$ cat config.mk
export PLATFORM = sky130hd
export DESIGN_NAME = led_step_driver
export DESIGN_NICKNAME = d
export VERILOG_FILES = /design/src/rtl/led_step_driver.sv
export SDC_FILE = /design/constraint.sdc
export NUM_CORES = 1
export LEC_CHECK = 0
export BUFFER_PORTS_ARGS = -buffer_cell sky130_fd_sc_hd__clkbuf_2
export CAP_MARGIN = 10
export CORE_MARGIN = 4
export CORE_UTILIZATION = 50
export CTS_CLUSTER_DIAMETER = 120
export DETAILED_ROUTE_END_ITERATION = 10
export PLACE_DENSITY = 0.79
export SETUP_SLACK_MARGIN = 0.02
export SLEW_MARGIN = 20
export SYNTH_ARGS = -nofsm -noshare
export SYNTH_HDL_FRONTEND = slang
export SYNTH_SLANG_ARGS = --single-unit
$ cat constraint.sdc
create_clock -name CLOCK_50 -period 2.4 [get_ports CLOCK_50]
set_input_delay 0.24 -clock CLOCK_50 [delete_from_list [all_inputs] [get_ports CLOCK_50]]
set_output_delay 0.24 -clock CLOCK_50 [all_outputs]
set_load 0.02 [all_outputs]
$ cat src/rtl/led_step_driver.sv
`default_nettype none
// led_step_driver: steps a single lit LED toward a commanded index with fixed pulse spacing.
// Optional LEDR one-hot output is enabled by defining LED_STEP_LEDR_EN.
module led_step_driver #(
  parameter int WIDTH = 10,
  parameter int GAP   = 4,
  parameter int START = 5,
  localparam int IW   = $clog2(WIDTH)
) (
  input  logic          CLOCK_50,
  input  logic          RESET_N,
  input  logic [IW-1:0] target,
  input  logic          start,
  output logic          step_right,
  output logic          step_left,
  output logic [IW-1:0] position,
  output logic          busy,
  output logic          done,
  output logic          err
`ifdef LED_STEP_LEDR_EN
  ,
  output logic [WIDTH-1:0] LEDR
`endif
);

  localparam logic [IW:0]      WIDTH_X  = (IW+1)'(WIDTH);
  localparam logic [IW-1:0]    LAST     = IW'(WIDTH - 1);
  localparam logic [IW-1:0]    START_IX = IW'(START);
  localparam logic [7:0]       GAP_LOAD = 8'(GAP - 1);
  localparam logic [WIDTH-1:0] ONE      = WIDTH'(1);

  typedef enum logic [1:0] {S_IDLE, S_STEP, S_GAP, S_DONE} state_t;

  state_t        state;
  logic [IW-1:0] tgt_q;
  logic [7:0]    gap_cnt;
  logic [IW-1:0] next_pos;
  logic          target_oor;

  assign target_oor = ({1'b0, target} >= WIDTH_X);

  // Position after the pulse currently on the outputs; ends are clamped.
  always_comb begin
    next_pos = position;
    if (step_right && position != '0)
      next_pos = position - 1'b1;
    else if (step_left && position != LAST)
      next_pos = position + 1'b1;
  end

  always_ff @(posedge CLOCK_50 or negedge RESET_N) begin
    if (!RESET_N) begin
      state      <= S_IDLE;
      tgt_q      <= '0;
      gap_cnt    <= '0;
      position   <= START_IX;
      step_right <= 1'b0;
      step_left  <= 1'b0;
      busy       <= 1'b0;
      done       <= 1'b0;
      err        <= 1'b0;
`ifdef LED_STEP_LEDR_EN
      LEDR       <= ONE << START;
`endif
    end else begin
      step_right <= 1'b0;
      step_left  <= 1'b0;
      done       <= 1'b0;
      err        <= 1'b0;
      case (state)
        S_IDLE: begin
          if (start) begin
            tgt_q <= target;
            busy  <= 1'b1;
            if (target_oor) begin
              state <= S_DONE;
              done  <= 1'b1;
              err   <= 1'b1;
            end else if (target == position) begin
              state <= S_DONE;
              done  <= 1'b1;
            end else begin
              state      <= S_STEP;
              step_right <= (target < position);
              step_left  <= (target > position);
            end
          end
        end
        S_STEP: begin
          position <= next_pos;
`ifdef LED_STEP_LEDR_EN
          LEDR     <= ONE << next_pos;
`endif
          if (next_pos == tgt_q) begin
            state <= S_DONE;
            done  <= 1'b1;
          end else begin
            gap_cnt <= GAP_LOAD;
            state   <= S_GAP;
          end
        end
        S_GAP: begin
          if (gap_cnt == 8'd0) begin
            state      <= S_STEP;
            step_right <= (tgt_q < position);
            step_left  <= (tgt_q > position);
          end else begin
            gap_cnt <= gap_cnt - 8'd1;
          end
        end
        S_DONE: begin
          state <= S_IDLE;
          busy  <= 1'b0;
        end
        default: begin
          state <= S_IDLE;
          busy  <= 1'b0;
        end
      endcase
    end
  end

endmodule
`default_nettype wire

==> results.sh, run 1 <==
export IMPL_synth_area_top_cells="dfrtp_1 30%, ha_1 8.5%, inv_1 3.6%"
export IMPL_port_buffer_count=15
export IMPL_min_path_cells=3
export IMPL_cts_root_buffer="clkbuf_4"
export IMPL_synthCells=184
export IMPL_htree_levels=1
export IMPL_cts_buffer_depth=2
export IMPL_syn_to_final_growth_pct=13.6
export IMPL_synth_main_ff_cell="dfrtp_1"
export IMPL_crit_path_max_fanout=7
export IMPL_finalSetupViolCount=0
export IMPL_setup_ws_ps=104
export IMPL_antenna_cells=0
export IMPL_cts_tree="done"
export IMPL_worstPathRequired_ps=2610
export IMPL_rrSetupSlack_ps=100
export IMPL_grt_busiest_layer="met1"
export IMPL_antenna_found_initial=0
export IMPL_cp_start_kind="register"
export IMPL_clock_latency_ps=310
export IMPL_hpwlAfterDp_mm=2.64
export IMPL_r2r_end="gap_cnt[0]"
export IMPL_yosysWarnings=0
export IMPL_gr_usage_all_layers_pct=18.3
export IMPL_die_x_um=67.3
export IMPL_cp_slowest_cell="dfstp_2"
export IMPL_syn_nets=203
export IMPL_seq_power_share_pct=33.3
export IMPL_r2r_cells=8
export IMPL_grt_pass1_wl_mm=6.42
export IMPL_syn_area_mm2=0.00176
export IMPL_power_switching_share_pct=46.3
export IMPL_synth_seq_cells=23
export IMPL_finalPower_uw=2180
export IMPL_hold_path_end="tgt_q[0]"
export IMPL_power_density_mw_per_mm2=1090
export IMPL_crit_chain="inv_1, ha_2, nor4b_4, nor3_4, buf_4, xnor2_4, o2111ai_4, o311a_1"
export IMPL_ys_types=57
export IMPL_drc=0
export IMPL_gr_usage_met1_pct=29.1
export IMPL_synth_top_area_cell="dfrtp_1"
export IMPL_avgSynthCellArea_um2=9.57
export IMPL_wire_per_inst_um=15.3
export IMPL_status="complete, no violations"
export IMPL_clk_pin_slew_ps=130
export IMPL_vias_per_cell=5.90
export IMPL_dieArea_mm2=0.00453
export IMPL_drive_above_1_share_pct=24.6
export IMPL_synth_edf_count=0
export IMPL_worst_pin_slew_ps=570
export IMPL_ys_seq_area_share_pct=32.8
export IMPL_io_pins=16
export IMPL_finalHoldViolCount=0
export IMPL_first_pass_iters=5
export IMPL_hold_start="target[0]"
export IMPL_fin_area_mm2=0.00200
export IMPL_peakVddDrop_v=0.000652
export IMPL_dpl_worst_slack_ps=85.1
export IMPL_numClockSinks=23
export IMPL_use_met2_pct=26.5
export IMPL_power_share_clock_pct=8.3
export IMPL_p_leak_uw=0.000838
export IMPL_internal_power_uw=1170
export IMPL_min_period_ps=2300
export IMPL_hold_slack_ps=203
export IMPL_gp_congestion=0.888
export IMPL_use_met3_pct=3.00
export IMPL_wirelength_mm=3.88
export IMPL_max_stage_delay_ps=610
export IMPL_yosysMostFrequentCell="dfrtp_1"
export IMPL_overflow=0
export IMPL_placed_area_mm2=0.00188
export IMPL_critical_path_class="reg -> reg"
export IMPL_ant_nets=0
export IMPL_slew_headroom_pct=62.0
export IMPL_p_sw_uw=1010
export IMPL_period_share_pct=95.7
export IMPL_async_reset_ff_share_pct=100
export IMPL_power_frac_comb_pct=58.4
export IMPL_num_rows=21
export IMPL_max_freq_mhz=436
export IMPL_r2r_start="position[0]"
export IMPL_fin_nets=227
export IMPL_drt_iter0_drc=129
export IMPL_finClkSkew_ps=9.45
export IMPL_critPathCaptureType="register"
export IMPL_cts_buffers_inserted=3
export IMPL_min_path_type="in -> reg"
export IMPL_die_h_um=67.3
export IMPL_synth_top_area_share_pct=29.9
export IMPL_coreArea_mm2=0.00336
export IMPL_start_util_pct=52.3
export IMPL_grt_max_degree=24
export IMPL_crit_arrival_ps=2510
export IMPL_final_max_slew_viol_count=0
export IMPL_cap_violations=0
export IMPL_grt_pass1_vias=1303
export IMPL_synth_common_cells="21 x dfrtp_1, 17 x inv_1, 15 x nand2_1"
export IMPL_vias=1493
-- flip-flops by register name, summed over array words and instances, names as in the netlist --
signal      flops
tgt_q           4
step_left       1
state           2
busy            1
done            1
err             1
step_right      1
gap_cnt         8
position        4
-- placed cells by master, fill, tap and decap left out, types with 3 or more instances in the layout --
cell,Yosys,routed
buf_4,1,10
ha_1,12,11
o21ai_0,11,11
nor2_1,11,11
clkbuf_2,0,15
nand2b_1,8,8
nor2b_1,4,4
o22ai_1,5,5
a21oi_1,6,6
dfrtp_1,21,21
xnor2_1,4,4
clkbuf_4,0,3
inv_1,17,17
mux2_2,3,3
nand2_1,15,15
nand4_1,3,3
nand3_1,5,5
-- stage by stage --
stage / std cells / util, % / TNS [ps]
6_report: 253 / 59.4 / 0
5_1_grt: 253 / 59.4 / -0.819
4_1_cts: 249 / 57.1 / 0
3_5_place_dp: 244 / 56.0 / 0
3_3_place_gp: 244 / 56.0 / 0
2_1_floorplan: 184 / - / 0
-- power groups by stage --
stage / Sequential (uW) / Clock, uW / Combinational, uW
after floorplan: 691 / 0 / 895
after global placement: 715 / 0 / 1110
after detailed placement: 722 / 0 / 1140
after CTS: 716 / 188 / 1140
after global routing: 753 / 212 / 1420
final: 726 / 182 / 1270
-- cell families after synthesis --
family / share of synthesized area (%)
simple gates: 21.4
compound gates: 21.9
buf+inv: 7.11
flops: 32.8
fa+ha+maj: 8.53
xor+xnor: 5.76
mux: 2.49
-- how the worst max path moves through the flow --
stage | startpoint | to
floorplan | position[0] | gap_cnt[0]
global placement | position[0] | gap_cnt[0]
detailed placement | position[0] | gap_cnt[0]
CTS | position[0] | gap_cnt[0]
global route | position[1] | gap_cnt[4]
finish | position[0] | gap_cnt[0]
-- worst max-delay path, delay by kind of cell (launching register included) --
family	cells	cell delay (ps)
xor+xnor	1	140
compound gates	2	560
simple gates	2	420
buf+inv	2	250
fa+ha+maj	1	210
flops	1	610
-- repair_timing --
item,4_1_cts,5_1_grt
setup endpoints to repair,0,6
hold buffers,1,0
setup buffers,0,3
endpoints found under the hold margin,21,0
gates resized for setup,0,6
-- metal layers --
layer,vias up,wire length (um)
met5,-,0
met4,0,33
met3,6,188
met2,51,1810
met1,713,1850
li1,723,-
-- area by class of cell --
type / count / area, um^2
timing repair buffer: 26 / 160
clock buffer: 4 / 26.3
fill: 318 / 1360
sequential: 23 / 578
tap: 46 / 57.6
inverter: 17 / 63.8
multi-input combinational: 137 / 1110
(Power assumes the default switching activity.)
==> inputs of run 2 (changes only) <==
--- a/config.mk
+++ b/config.mk
@@ -5,6 +5,7 @@
 export SDC_FILE = /design/constraint.sdc
 export NUM_CORES = 1
 export LEC_CHECK = 0
+export ABC_AREA = 1
 export BUFFER_PORTS_ARGS = -buffer_cell sky130_fd_sc_hd__clkbuf_2
 export CAP_MARGIN = 10
 export CORE_MARGIN = 4
==> results.sh, run 2 <==
export IMPL_status="complete, no violations"
export IMPL_yosysMostFrequentCell="nand2_1"
export IMPL_overflow=0
export IMPL_placed_area_mm2=0.00173
export IMPL_ys_types=30
export IMPL_dieArea_mm2=0.00420
export IMPL_ant_nets=0
export IMPL_regMostFlops="gap_cnt"
export IMPL_final_common_cell="nand2_1"
export IMPL_min_path_type="in -> reg"
export IMPL_vias_per_cell=5.10
export IMPL_yosysWarnings=0
export IMPL_cap_violations=0
export IMPL_synth_common_cells="60 x nand2_1, 24 x inv_1, 21 x dfrtp_1"
export IMPL_period_share_pct=91.7
export IMPL_path_common_cell="nand2_1"
export IMPL_avgSynthCellArea_um2=7.72
export IMPL_wire_per_inst_um=11.6
export IMPL_htree_levels=1
export IMPL_hold_path_end="err"
export IMPL_final_max_slew_viol_count=0
export IMPL_r2r_end="gap_cnt[1]"
export IMPL_syn_to_final_growth_pct=10.2
export IMPL_peakVddDrop_v=0.000783
export IMPL_cp_start_kind="register"
export IMPL_gp_congestion=0.828
export IMPL_synth_top_area_cell="dfrtp_1"
export IMPL_drc=0
export IMPL_finClkSkew_ps=7.37
export IMPL_cp_slowest_cell="dfstp_2"
export IMPL_crit_chain="inv_1, ha_1, nand2_2, nand2_4, nand2_1, nand2_1, nand3_1, nand3_1, nor2_2, nand3_4, nand2_4, nand2_1, nand2_1"
export IMPL_syn_nets=228
export IMPL_syn_area_mm2=0.00161
export IMPL_io_pins=16
export IMPL_antenna_cells=0
export IMPL_finalHoldViolCount=0
export IMPL_final_util_pct=57.8
export IMPL_crit_arrival_ps=2460
export IMPL_drt_iter0_drc=70
export IMPL_fin_nets=248
export IMPL_cpLargestDelayFamily="simple AND/OR/NAND/NOR gates"
export IMPL_largest_reg_flops=8
export IMPL_fin_area_mm2=0.00178
export IMPL_max_stage_delay_ps=650
export IMPL_fin_tns_setup_ps=0
export IMPL_numClockSinks=23
export IMPL_die_h_um=64.8
export IMPL_cts_tree="done"
export IMPL_synth_edf_count=0
export IMPL_slew_headroom_pct=60.4
export IMPL_die_x_um=64.8
export IMPL_grt_max_degree=24
export IMPL_clk_pin_slew_ps=130
export IMPL_rsz0062_at_grt="no"
export IMPL_synth_seq_cells=23
export IMPL_port_buffer_count=15
export IMPL_cp_num_buf_inv=1
export IMPL_grt_pass1_wl_mm=5.47
export IMPL_drive_above_1_share_pct=18.4
export IMPL_worstPathRequired_ps=2660
export IMPL_ys_seq_area_share_pct=35.8
export IMPL_synth_main_ff_cell="dfrtp_1"
export IMPL_synth_area_top_cells="dfrtp_1 33%, nand2_1 14%, ha_1 9.3%"
export IMPL_synth_top_area_share_pct=32.6
export IMPL_hold_start="target[1]"
export IMPL_critical_path_class="reg -> reg"
export IMPL_finalPower_uw=2350
export IMPL_coreArea_mm2=0.00308
export IMPL_cts_buffers_inserted=3
export IMPL_vias=1386
export IMPL_power_density_mw_per_mm2=1320
export IMPL_worst_pin_slew_ps=595
export IMPL_r2r_start="position[0]"
export IMPL_clock_latency_ps=320
export IMPL_hpwlAfterDp_mm=2.43
export IMPL_p_leak_uw=0.000958
export IMPL_min_period_ps=2200
export IMPL_crit_path_max_fanout=11
export IMPL_cts_buffer_depth=2
export IMPL_async_reset_ff_share_pct=100
export IMPL_num_rows=20
export IMPL_cts_root_buffer="clkbuf_4"
export IMPL_wirelength_mm=3.16
export IMPL_final_cell_mix="60 x nand2_1, 24 x inv_1, 21 x dfrtp_1, 19 x nand3_1, 16 x nor2_1"
export IMPL_rrSetupSlack_ps=200
export IMPL_grt_pass1_vias=1235
export IMPL_start_util_pct=52.4
export IMPL_synthCells=209
export IMPL_gr_usage_all_layers_pct=16.6
export IMPL_antenna_found_initial=0
export IMPL_finalSetupViolCount=0
export IMPL_first_pass_iters=5
export IMPL_critPathCaptureType="register"
export IMPL_max_freq_mhz=454
export IMPL_r2r_cells=13
export IMPL_reg_largest_list="gap_cnt (8), position (4), tgt_q (4)"
export IMPL_min_path_cells=3
export IMPL_post_cts_setup_buffers=0
==> run 2: worst min-delay path, delay by kind of cell <==
kind | cells | cell delay (ps)
AO/OA/AOI/OAI | 1 | 60
buffers and inverters | 2 | 160
==> run 2: final cells by class <==
cell class	count	area (um^2)
fillers	288	1300
multi-input cells	158	925
well taps	44	55.1
inverters	26	100
repair buffers	17	92.6
flip-flops and latches	23	578
clock buffers	3	22.5
clock inverters	1	5.00
==> run 2: cell families after synthesis <==
logic type      after synthesis  share of synthesized area (%)
simple gates                115                           34.7
flops                        23                           35.8
fa+ha+maj                    12                           9.31
compound gates               22                           7.68
xor+xnor                      9                           4.89
buf+inv                      28                           7.60
==> run 2: worst max-delay path by stage <==
| stage | startpoint | endpoint | slack [ps] | cells past startpoint |
|---|---|---|---|---|
| after floorplan | position[0] | gap_cnt[7] | 410 | 13 |
| after global placement | position[0] | gap_cnt[1] | 180 | 13 |
| after detailed placement | position[0] | gap_cnt[1] | 130 | 13 |
| after CTS | position[0] | gap_cnt[1] | 100 | 13 |
| after global routing | position[0] | gap_cnt[3] | 20 | 14 |
| final | position[0] | gap_cnt[1] | 200 | 13 |
==> run 2: per-stage QoR <==
step                      setup slack, ps  instances  hold slack, ps
after floorplan                       407        209           -55.6
after global placement                182        267             270
after detailed placement              134        267             276
after CTS                             100        272             154
after global routing                 19.9        272             165
final                                 198        272             162
==> run 2: timing repair <==
action                                  4_1_cts  5_1_grt
hold buffers                                  1        0
resized for setup                             0        2
endpoints found under the setup margin        0        8
hold endpoints to repair                     21        0
==> run 2: routing by layer <==
| metal | up-vias | track usage [%] | wire, um |
|---|---|---|---|
| met1 | 641 | 23.8 | 1610 |
| li1 | 709 | - | - |
| met5 | - | 0 | 0 |
| met4 | 0 | 6.33 | 36 |
| met2 | 32 | 25.7 | 1350 |
| met3 | 4 | 1.73 | 167 |
==> run 2: report_power, final <==
| part | internal [uW] | total [uW] | leakage [uW] | switching (uW) |
|---|---|---|---|---|
| clock network | 62.4 | 182 | 0.0000177 | 120 |
| logic | 540 | 1440 | 0.000648 | 902 |
| registers | 549 | 724 | 0.000293 | 175 |
